**src/rtl/layer_sequencer_if.sv**
```systemverilog
// Sample-in / result-out handshake and layer drive bundle for layer_sequencer.
// The slave modport is the sequencer side and the master modport is the environment side.
`timescale 1ns/1ps
interface layer_sequencer_if #(
    parameter int NUM_SPIKES            = 16,
    parameter int LOG_TESTING_PERIOD    = 3,
    parameter int LOG_TIME_PERIOD       = 5,
    parameter int LOG_NEURONS_PER_LAYER = 4
);
    logic                                            in_valid;
    logic                                            in_ready;
    logic [NUM_SPIKES*(LOG_TESTING_PERIOD+1)-1:0]    in_spike_times;
    logic                                            in_train;
    logic [LOG_TIME_PERIOD:0]                        time_val;
    logic                                            training;
    logic [NUM_SPIKES*(LOG_TESTING_PERIOD+1)-1:0]    spike_times;
    logic [LOG_TESTING_PERIOD:0]                     layer_spike_time;
    logic [LOG_NEURONS_PER_LAYER:0]                  layer_winner;
    logic                                            res_valid;
    logic                                            res_ready;
    logic [LOG_TESTING_PERIOD:0]                     res_spike_time;
    logic [LOG_NEURONS_PER_LAYER:0]                  res_winner;
    logic                                            busy;
    logic [15:0]                                     sample_count;

    modport slave (
        input  in_valid, in_spike_times, in_train, layer_spike_time, layer_winner, res_ready,
        output in_ready, time_val, training, spike_times, res_valid, res_spike_time,
               res_winner, busy, sample_count
    );

    modport master (
        output in_valid, in_spike_times, in_train, layer_spike_time, layer_winner, res_ready,
        input  in_ready, time_val, training, spike_times, res_valid, res_spike_time,
               res_winner, busy, sample_count
    );
endinterface

```
**src/rtl/layer_sequencer.sv**
```systemverilog
// Steps one spiking layer through a sample: TESTING_PERIOD inference cycles, then
// optional learning cycles up to TIME_PERIOD, capturing the layer result at end of test.
`timescale 1ns/1ps
module layer_sequencer #(
    parameter int NUM_SPIKES            = 16,
    parameter int LOG_TESTING_PERIOD    = 3,
    parameter int TESTING_PERIOD        = 8,
    parameter int TIME_PERIOD           = 24,
    parameter int LOG_TIME_PERIOD       = 5,
    parameter int LOG_NEURONS_PER_LAYER = 4
) (
    input  logic             clk,
    input  logic             rst_l,
    layer_sequencer_if.slave bus
);
    localparam int SW = NUM_SPIKES * (LOG_TESTING_PERIOD + 1);
    localparam int LW = LOG_TESTING_PERIOD + 1;
    localparam int WW = LOG_NEURONS_PER_LAYER + 1;
    localparam int TW = LOG_TIME_PERIOD + 1;

    localparam logic [TW-1:0] TEST_LAST   = TW'(TESTING_PERIOD - 1);
    localparam logic [TW-1:0] LEARN_FIRST = TW'(TESTING_PERIOD);
    localparam logic [TW-1:0] LEARN_LAST  = TW'(TIME_PERIOD - 1);

    typedef enum logic [1:0] {IDLE, TEST, LEARN} state_t;

    state_t          state;
    logic [TW-1:0]   time_step;
    logic            train_mode;
    logic [SW-1:0]   spikes;
    logic            res_vld;
    logic [LW-1:0]   res_st;
    logic [WW-1:0]   res_win;
    logic [15:0]     sample_cnt;
    logic            accept;

    // A held result blocks the next sample so it can never be overwritten.
    assign accept = bus.in_valid && (state == IDLE) && !res_vld;

    always_ff @(posedge clk or negedge rst_l) begin
        if (!rst_l) begin
            state      <= IDLE;
            time_step  <= '0;
            train_mode <= 1'b0;
            spikes     <= '1;
            res_vld    <= 1'b0;
            res_st     <= '1;
            res_win    <= '1;
            sample_cnt <= '0;
        end else begin
            if (res_vld && bus.res_ready) begin
                res_vld <= 1'b0;
            end
            case (state)
                IDLE: begin
                    time_step  <= '0;
                    train_mode <= 1'b0;
                    if (accept) begin
                        state      <= TEST;
                        spikes     <= bus.in_spike_times;
                        train_mode <= bus.in_train;
                    end
                end
                TEST: begin
                    time_step <= time_step + 1'b1;
                    if (time_step == TEST_LAST) begin
                        res_st  <= bus.layer_spike_time;
                        res_win <= bus.layer_winner;
                        res_vld <= 1'b1;
                        if (train_mode) begin
                            state     <= LEARN;
                            time_step <= LEARN_FIRST;
                        end else begin
                            state      <= IDLE;
                            time_step  <= '0;
                            train_mode <= 1'b0;
                            sample_cnt <= sample_cnt + 16'd1;
                        end
                    end
                end
                LEARN: begin
                    time_step <= time_step + 1'b1;
                    if (time_step == LEARN_LAST) begin
                        state      <= IDLE;
                        time_step  <= '0;
                        train_mode <= 1'b0;
                        sample_cnt <= sample_cnt + 16'd1;
                    end
                end
                default: begin
                    state     <= IDLE;
                    time_step <= '0;
                end
            endcase
        end
    end

    assign bus.in_ready       = (state == IDLE) && !res_vld;
    assign bus.time_val       = time_step;
    assign bus.training       = train_mode;
    assign bus.spike_times    = spikes;
    assign bus.res_valid      = res_vld;
    assign bus.res_spike_time = res_st;
    assign bus.res_winner     = res_win;
    assign bus.busy           = (state != IDLE);
    assign bus.sample_count   = sample_cnt;
endmodule

```
**src/flat_wrapper.sv**
```systemverilog
// flat-port wrapper written by rule: the top's interface ports become plain ports
module layer_sequencer_flat 
#(
    parameter int NUM_SPIKES            = 16,
    parameter int LOG_TESTING_PERIOD    = 3,
    parameter int TESTING_PERIOD        = 8,
    parameter int TIME_PERIOD           = 24,
    parameter int LOG_TIME_PERIOD       = 5,
    parameter int LOG_NEURONS_PER_LAYER = 4
)
  (clk, rst_l, bus_in_valid, bus_in_spike_times, bus_in_train, bus_layer_spike_time, bus_layer_winner, bus_res_ready, bus_in_ready, bus_time_val, bus_training, bus_spike_times, bus_res_valid, bus_res_spike_time, bus_res_winner, bus_busy, bus_sample_count);
  layer_sequencer_if #(.NUM_SPIKES(NUM_SPIKES), .LOG_TESTING_PERIOD(LOG_TESTING_PERIOD), .LOG_TIME_PERIOD(LOG_TIME_PERIOD), .LOG_NEURONS_PER_LAYER(LOG_NEURONS_PER_LAYER)) bus_i ();
  input  logic clk;
  input  logic rst_l;
  input wire logic [$bits(bus_i.in_valid)-1:0] bus_in_valid;
  input wire logic [$bits(bus_i.in_spike_times)-1:0] bus_in_spike_times;
  input wire logic [$bits(bus_i.in_train)-1:0] bus_in_train;
  input wire logic [$bits(bus_i.layer_spike_time)-1:0] bus_layer_spike_time;
  input wire logic [$bits(bus_i.layer_winner)-1:0] bus_layer_winner;
  input wire logic [$bits(bus_i.res_ready)-1:0] bus_res_ready;
  output wire logic [$bits(bus_i.in_ready)-1:0] bus_in_ready;
  output wire logic [$bits(bus_i.time_val)-1:0] bus_time_val;
  output wire logic [$bits(bus_i.training)-1:0] bus_training;
  output wire logic [$bits(bus_i.spike_times)-1:0] bus_spike_times;
  output wire logic [$bits(bus_i.res_valid)-1:0] bus_res_valid;
  output wire logic [$bits(bus_i.res_spike_time)-1:0] bus_res_spike_time;
  output wire logic [$bits(bus_i.res_winner)-1:0] bus_res_winner;
  output wire logic [$bits(bus_i.busy)-1:0] bus_busy;
  output wire logic [$bits(bus_i.sample_count)-1:0] bus_sample_count;
  assign bus_i.in_valid = bus_in_valid;
  assign bus_i.in_spike_times = bus_in_spike_times;
  assign bus_i.in_train = bus_in_train;
  assign bus_i.layer_spike_time = bus_layer_spike_time;
  assign bus_i.layer_winner = bus_layer_winner;
  assign bus_i.res_ready = bus_res_ready;
  assign bus_in_ready = bus_i.in_ready;
  assign bus_time_val = bus_i.time_val;
  assign bus_training = bus_i.training;
  assign bus_spike_times = bus_i.spike_times;
  assign bus_res_valid = bus_i.res_valid;
  assign bus_res_spike_time = bus_i.res_spike_time;
  assign bus_res_winner = bus_i.res_winner;
  assign bus_busy = bus_i.busy;
  assign bus_sample_count = bus_i.sample_count;
  layer_sequencer #(.NUM_SPIKES(NUM_SPIKES), .LOG_TESTING_PERIOD(LOG_TESTING_PERIOD), .TESTING_PERIOD(TESTING_PERIOD), .TIME_PERIOD(TIME_PERIOD), .LOG_TIME_PERIOD(LOG_TIME_PERIOD), .LOG_NEURONS_PER_LAYER(LOG_NEURONS_PER_LAYER)) u_core (.clk(clk), .rst_l(rst_l), .bus(bus_i));
endmodule
```
**config.mk**
```make
export PLATFORM = sky130hd
export DESIGN_NAME = layer_sequencer_flat
export DESIGN_NICKNAME = d
export VERILOG_FILES = /design/src/rtl/layer_sequencer_if.sv /design/src/rtl/layer_sequencer.sv /design/src/flat_wrapper.sv
export SDC_FILE = /design/constraint.sdc
export NUM_CORES = 1
export LEC_CHECK = 0
export ABC_AREA = 1
export ABC_CLOCK_PERIOD_IN_PS = 1900
export CAP_MARGIN = 20
export CORE_UTILIZATION = 44
export DETAILED_ROUTE_END_ITERATION = 8
export PLACE_DENSITY = 0.81
export SLEW_MARGIN = 20
export SYNTH_ARGS = -nofsm -noshare
export SYNTH_HDL_FRONTEND = slang
export SYNTH_SLANG_ARGS = --single-unit
```
**constraint.sdc**
```tcl
create_clock -name clk -period 1.9 [get_ports clk]
set_input_delay 0.475 -clock clk [delete_from_list [all_inputs] [get_ports clk]]
set_output_delay 0.475 -clock clk [all_outputs]
set_load 0.03 [all_outputs]
```
# After elaboration in Yosys (flattened, before gate mapping)
# Cells that the tools add are included.
# totals
elab_cells	53
ff_bits	99
output_inout_bits	99
# classes
n_addsub	2
muxes	21
eq_ne	8
reduce_logical	14
# op_table
op	n
2-to-1 mux 16 bit	3
one-hot mux 16 bit (2 select lines)	1
adder 16 x 1 -> 16 bit (second input constant)	1
2-to-1 mux 6 bit	2
one-hot mux 6 bit (2 select lines)	1
2-to-1 mux 2 bit	4
2-to-1 mux 1 bit	7
adder 6 x 1 -> 6 bit (second input constant)	1
equality test 6 x 3 -> 1 bit (second input constant)	1
equality test 6 x 5 -> 1 bit (second input constant)	1
inequality test 2 x 1 -> 1 bit (second input constant)	3
one-hot mux 2 bit (3 select lines)	1
AND reduction 3 bit	2
logical AND 1 bit	4
2-to-1 mux 4 bit	1
AND reduction 2 bit	2
AND reduction 4 bit	1
nonzero test 2 bit	2
one-hot mux 1 bit (3 select lines)	1
nonzero test 3 bit	1
equality test 2 x 1 -> 1 bit (second input constant)	1
equality test 2 bit (second input constant)	1
zero test 2 bit	1
inequality test 2 bit (second input constant)	1
zero test 1 bit	1

# Depth between registers and ports, before layout
# Gate-level depths: netlist of the first run.
# logic_depth
word_depth	5
ltp_mapped	11
mapped_depth_nobuf	10

# Worst setup path after synthesis of the first run
# Ideal clock, no wire load.
# synth_path
path_kind	reg2reg
from	register u_core.state[0]
to	register u_core.spikes[0] (netlist: u_core.bus.spike_times[0])
setup_time_ns	0.075
period_less_slack_ns	1.895
path_stages_with_launch	10
slack_ns	0.005
arrival_time_ns	1.819
n_path_buf	2
cell_sequence	dfrtp_1 > inv_1 > ha_1 > inv_2 > nor2_1 > nand2_1 > buf_2 > buf_2 > nand2_1 > nand2_1
# synth_via
elab_chain_cells	4
# synth_rtl
element	line_no	source
start: declaration	layer_sequencer.sv:27	state_t state;
start signal: assignment	layer_sequencer.sv:42	state <= IDLE;
start signal: assignment	layer_sequencer.sv:59	state <= TEST;
start signal: assignment	layer_sequencer.sv:71	state <= LEARN;
zero test 2 bit (*)	layer_sequencer.sv:38, layer_sequencer.sv:54	
logical AND 1 bit (2 in a row)	layer_sequencer.sv:38	assign accept = bus.in_valid && (state == IDLE) && !res_vld;
AND reduction 2 bit (no source line) (*)	n/a	
end signal: assignment	layer_sequencer.sv:60	spikes <= bus.in_spike_times;
end: declaration	layer_sequencer.sv:30	logic [SW-1:0] spikes;
# Every way passes the cells marked *; elsewhere a longest branch is shown, timed or not.
# A chain may end at the register's enable or synchronous reset.

# Worst setup path after layout of the first run
# layout_path
from	register u_core.state[1]
to	output bus_in_ready
# layout_via
elab_chain_cells	2
# layout_rtl
element	line_no	source
zero test 2 bit	layer_sequencer.sv:98	assign bus.in_ready = (state == IDLE) && !res_vld;
logical AND 1 bit	layer_sequencer.sv:98	
end: declaration	flat_wrapper.sv:21	output wire logic [$bits(bus_i.in_ready)-1:0] bus_in_ready;
# Every way passes these cells.

==> metrics.txt, run 1 <==
# TYPE chip_impl_metric gauge
chip_impl_info{name="outcome",value="finished clean"} 1
chip_impl_metric{name="ys_warn_count",unit=""} 0
chip_impl_metric{name="mappedNetlistNets",unit=""} 608
chip_impl_metric{name="place.detailed.hpwl",unit="um"} 7940
chip_impl_metric{name="area_growth",unit="%"} 45.5
chip_impl_metric{name="worstPathMaxFanout",unit=""} 2
chip_impl_metric{name="dieHeight",unit="um"} 102
chip_impl_metric{name="dieWidth",unit="um"} 102
chip_impl_metric{name="grt_overflow_total",unit=""} 0
chip_impl_metric{name="synthesis_stage_register_bit_count",unit=""} 99
chip_impl_metric{name="setup_violations",unit=""} 0
chip_impl_metric{name="rows",unit=""} 36
chip_impl_info{name="ys.flop_type",value="sky130_fd_sc_hd__dfstp_2"} 1
chip_impl_metric{name="syn-instance-count",unit=""} 524
chip_impl_info{name="clockRootBuffer",value="sky130_fd_sc_hd__clkbuf_8"} 1
chip_impl_metric{name="netlist-cell-type-count",unit=""} 27
chip_impl_metric{name="synth_top_cell_area_share",unit="%"} 43.4
chip_impl_metric{name="worstSkewPairLatency",unit="ps"} 370
chip_impl_metric{name="timing.clock.skew",unit="ps"} 6.66
chip_impl_metric{name="report.power.total",unit="uW"} 10000
chip_impl_info{name="critical_path.endpoint",value="bus_in_ready"} 1
chip_impl_metric{name="worst_r2r_path_depth",unit=""} 10
chip_impl_metric{name="drive_above_1_share",unit="%"} 16.3
chip_impl_metric{name="initial_utilization",unit="%"} 45.3
chip_impl_metric{name="final_report_hold_violation_count",unit=""} 0
chip_impl_metric{name="seq_area_frac_synth",unit="%"} 58.1
chip_impl_metric{name="timing_max_transition_violations_final",unit=""} 0
chip_impl_info{name="worst_setup_path_end_kind",value="output pin"} 1
chip_impl_metric{name="final_design_area_no_fill",unit="um^2"} 6430
chip_impl_metric{name="port_buffers",unit=""} 176
chip_impl_info{name="crit_start",value="u_core.state[1]$_DFFE_PN0P_"} 1
chip_impl_metric{name="post_cts_hold_buffer_count",unit=""} 0
chip_impl_metric{name="first_pass_grt_wire_length",unit="um"} 17400
chip_impl_info{name="hold_path.class",value="input pin to asynchronous set/reset pin"} 1
chip_impl_metric{name="antenna_cells",unit=""} 0
chip_impl_metric{name="drtPass1Iterations",unit=""} 4
chip_impl_metric{name="clk_path_buf_depth",unit=""} 2
chip_impl_metric{name="die_area",unit="um^2"} 10500
chip_impl_metric{name="core_region_area",unit="um^2"} 9770
chip_impl_metric{name="place_congestion",unit=""} 0.796
chip_impl_metric{name="antenna_left",unit=""} 0
chip_impl_metric{name="via_count_of_the_first_global_routing_pass",unit=""} 3689
chip_impl_metric{name="antenna_violations_before_repair",unit=""} 0
chip_impl_metric{name="drt_iter0_drc",unit=""} 127
chip_impl_info{name="rsz0062_at_grt",value="false"} 1
chip_impl_metric{name="worstPathArrival",unit="ps"} 1330
chip_impl_metric{name="drv.max_cap_violation_count",unit=""} 0
chip_impl_info{name="path_class",value="flop to output pin"} 1
chip_impl_metric{name="placed_area",unit="um^2"} 6320
chip_impl_metric{name="maxClockFrequency",unit="MHz"} 553
chip_impl_metric{name="setup.reg_to_reg.worst_slack",unit="ps"} 290
chip_impl_metric{name="route.vias.total",unit=""} 3910
chip_impl_metric{name="clkTransAtPathRegs",unit="ps"} 100
chip_impl_metric{name="avgViaCountPerCell",unit=""} 4.67
chip_impl_info{name="synth_top_cells_by_area",value="sky130_fd_sc_hd__dfstp_2 43%, sky130_fd_sc_hd__nand2_1 25%, sky130_fd_sc_hd__dfrtp_1 15%"} 1
chip_impl_info{name="crit_path_start_kind",value="flop"} 1
chip_impl_metric{name="postCtsSetupBuffers",unit=""} 0
chip_impl_metric{name="post_drt_wl_per_cell",unit="um"} 12.9
chip_impl_metric{name="route.final.wire_length",unit="um"} 10800
chip_impl_metric{name="worst_ep_required_time",unit="ps"} 1420
chip_impl_metric{name="final_net_count",unit=""} 784
chip_impl_info{name="timing.rr.end",value="u_core.bus.sample_count[15]$_DFFE_PN0P_"} 1
chip_impl_metric{name="final_min_period_over_clock_period",unit="%"} 95.2
chip_impl_metric{name="cts_buffers",unit=""} 9
chip_impl_metric{name="power_density",unit="nW/um^2"} 1560
chip_impl_info{name="r2r-start",value="u_core.bus.time_val[0]$_DFF_PN0_"} 1
chip_impl_metric{name="drcViolationCount",unit=""} 0
chip_impl_info{name="cts_tree",value="done"} 1
chip_impl_metric{name="minimum_clock_period_after_layout",unit="ps"} 1810
chip_impl_metric{name="max-slew-margin-rel",unit="%"} 66.7
chip_impl_metric{name="setup_tns",unit="ps"} 0
chip_impl_metric{name="grt_start_max_net_pins",unit=""} 100
chip_impl_metric{name="vdd.ir_drop.worst",unit="V"} 0.000874
chip_impl_info{name="synthDominantAreaCellType",value="sky130_fd_sc_hd__dfstp_2"} 1
chip_impl_metric{name="io_pins",unit=""} 177
chip_impl_metric{name="track_usage",unit="%"} 21.4
chip_impl_metric{name="synthesis.area_per_instance",unit="um^2"} 8.44
chip_impl_metric{name="postSynth.asyncResetShare",unit="%"} 100
chip_impl_metric{name="cellLeakagePower",unit="uW"} 0.00321
chip_impl_metric{name="post_synthesis_instance_area",unit="um^2"} 4420
chip_impl_metric{name="number_of_enable_type_register_cells_in_the_synthesized_netlist",unit=""} 0
chip_impl_metric{name="finished_core_util",unit="%"} 65.8
chip_impl_metric{name="worstMarginPinSlew",unit="ps"} 500
chip_impl_metric{name="hold_slack",unit="ps"} 144
chip_impl_metric{name="h-tree-depth",unit=""} 3
chip_impl_metric{name="numClockSinks",unit=""} 99
routing by layer:
layer | routed length (um) | share of wire, % | vias up | GRT usage, %
met5 | 0 | 0 | - | 0
met3 | 650 | 6.0 | 18 | 3.76
met4 | 240 | 2.2 | 0 | 9.56
met2 | 5280 | 49 | 123 | 36.6
met1 | 4640 | 43 | 1825 | 26.6
li1 | - | - | 1944 | -
final cells by class:
cell class	count	area, um^2
clock inverter	6	88.8
clock buffer	10	138
timing repair buffer	183	1720
fill	825	3340
multi-input combinational	386	1670
tap	133	166
sequential	99	2570
inverter	21	81.3
worst min path at each step:
stage / from / cells after the start / endpoint / slack [ps]
floorplan: rst_l / 0 / u_core.bus.res_valid$_DFF_PN0_ / 180
detailed placement: u_core.bus.spike_times[29]$_DFFE_PN1P_ / 2 / u_core.bus.spike_times[29]$_DFFE_PN1P_ / 460
finish: rst_l / 2 / u_core.bus.sample_count[8]$_DFFE_PN0P_ / 140
global placement: u_core.bus.spike_times[50]$_DFFE_PN1P_ / 2 / u_core.bus.spike_times[50]$_DFFE_PN1P_ / 460
global route: rst_l / 2 / u_core.bus.sample_count[12]$_DFFE_PN0P_ / 160
CTS: rst_l / 2 / u_core.bus.sample_count[8]$_DFFE_PN0P_ / 160
sequential cells by signal, indices dropped and copies added, names as in the netlist:
register,flops
u_core.bus.training,1
u_core.bus.res_valid,1
u_core.bus.spike_times,64
u_core.bus.time_val,6
u_core.bus.res_winner,5
u_core.bus.res_spike_time,4
u_core.state,2
u_core.bus.sample_count,16
worst max-delay path, cell delays in order (launching register included):
cell,delay [ps]
sky130_fd_sc_hd__dfrtp_1,390
sky130_fd_sc_hd__inv_1,80
sky130_fd_sc_hd__ha_1,190
sky130_fd_sc_hd__inv_2,70
sky130_fd_sc_hd__nor2_4,100
sky130_fd_sc_hd__buf_6,140
stage by stage:
stage	instances	setup WS [ps]
after floorplan	524	5.25
after global placement	822	108
after detailed placement	822	102
after CTS	838	-20.1
after global routing	838	14.1
final	838	90.3
cells in the mapped netlist (2+ instances only):
| library cell | number |
|---|---|
| sky130_fd_sc_hd__xnor2_1 | 3 |
| sky130_fd_sc_hd__inv_1 | 18 |
| sky130_fd_sc_hd__nor2_1 | 26 |
| sky130_fd_sc_hd__inv_2 | 2 |
| sky130_fd_sc_hd__clkbuf_1 | 3 |
| sky130_fd_sc_hd__nand3_1 | 9 |
| sky130_fd_sc_hd__buf_4 | 5 |
| sky130_fd_sc_hd__ha_1 | 6 |
| sky130_fd_sc_hd__o21ai_0 | 14 |
| sky130_fd_sc_hd__buf_2 | 8 |
| sky130_fd_sc_hd__xor2_1 | 7 |
| sky130_fd_sc_hd__nand2_1 | 300 |
| sky130_fd_sc_hd__nand4_1 | 4 |
| sky130_fd_sc_hd__nand2_4 | 2 |
| sky130_fd_sc_hd__nand2_2 | 6 |
| sky130_fd_sc_hd__nor2_2 | 2 |
| sky130_fd_sc_hd__dfstp_2 | 73 |
| sky130_fd_sc_hd__dfrtp_1 | 26 |
| sky130_fd_sc_hd__nand3b_1 | 2 |
cells by family (layout without fill, tap and decap cells):
group	after synthesis	after routing	synth area share, %
XOR/XNOR	10	10	1.98
buffers and inverters	39	220	4.44
adder cells (fa/ha/maj)	6	6	1.70
flip-flops	99	99	58.1
AND/OR/NAND/NOR	354	354	32.0
AO/OA/AOI/OAI	16	16	1.84
repair_timing:
item                       4_1_cts  5_1_grt
pin swaps                        0        0
setup endpoints to repair       99        2
resized for setup              100        3
cloned                           0        0
layout by cell type, fill, tap and decap left out, drive strengths merged:
| master | instances |
|---|---|
| nand2 | 308 |
| o22ai | 1 |
| nor3 | 1 |
| dlygate4sd2 | 97 |
| xnor2 | 3 |
| dfstp | 73 |
| inv | 21 |
| clkinvlp | 2 |
| clkinv | 2 |
| dfrtp | 26 |
| o21ai | 15 |
| ha | 6 |
| bufinv | 2 |
| xor2 | 7 |
| nand3 | 9 |
| nand3b | 2 |
| nand4 | 4 |
| nor2 | 29 |
| buf | 9 |
| clkbuf | 11 |
| clkdlybuf4s50 | 76 |
| nor3b | 1 |
power by group:
part / internal (uW) / switching (uW) / total, uW
combinational: 1540 / 3310 / 4850
sequential: 3300 / 398 / 3700
clock: 777 / 711 / 1490
total: 5620 / 4410 / 10000
(Power assumes the default switching activity.)
==> inputs of run 2 (changes only) <==
--- a/config.mk
+++ b/config.mk
@@ -11,7 +11,7 @@
 export CORE_UTILIZATION = 44
 export DETAILED_ROUTE_END_ITERATION = 8
 export PLACE_DENSITY = 0.81
-export SLEW_MARGIN = 20
+export SLEW_MARGIN = 5
 export SYNTH_ARGS = -nofsm -noshare
 export SYNTH_HDL_FRONTEND = slang
 export SYNTH_SLANG_ARGS = --single-unit
==> results of run 2 <==
Final layout, timing and power as in run 1 (identical DEF).
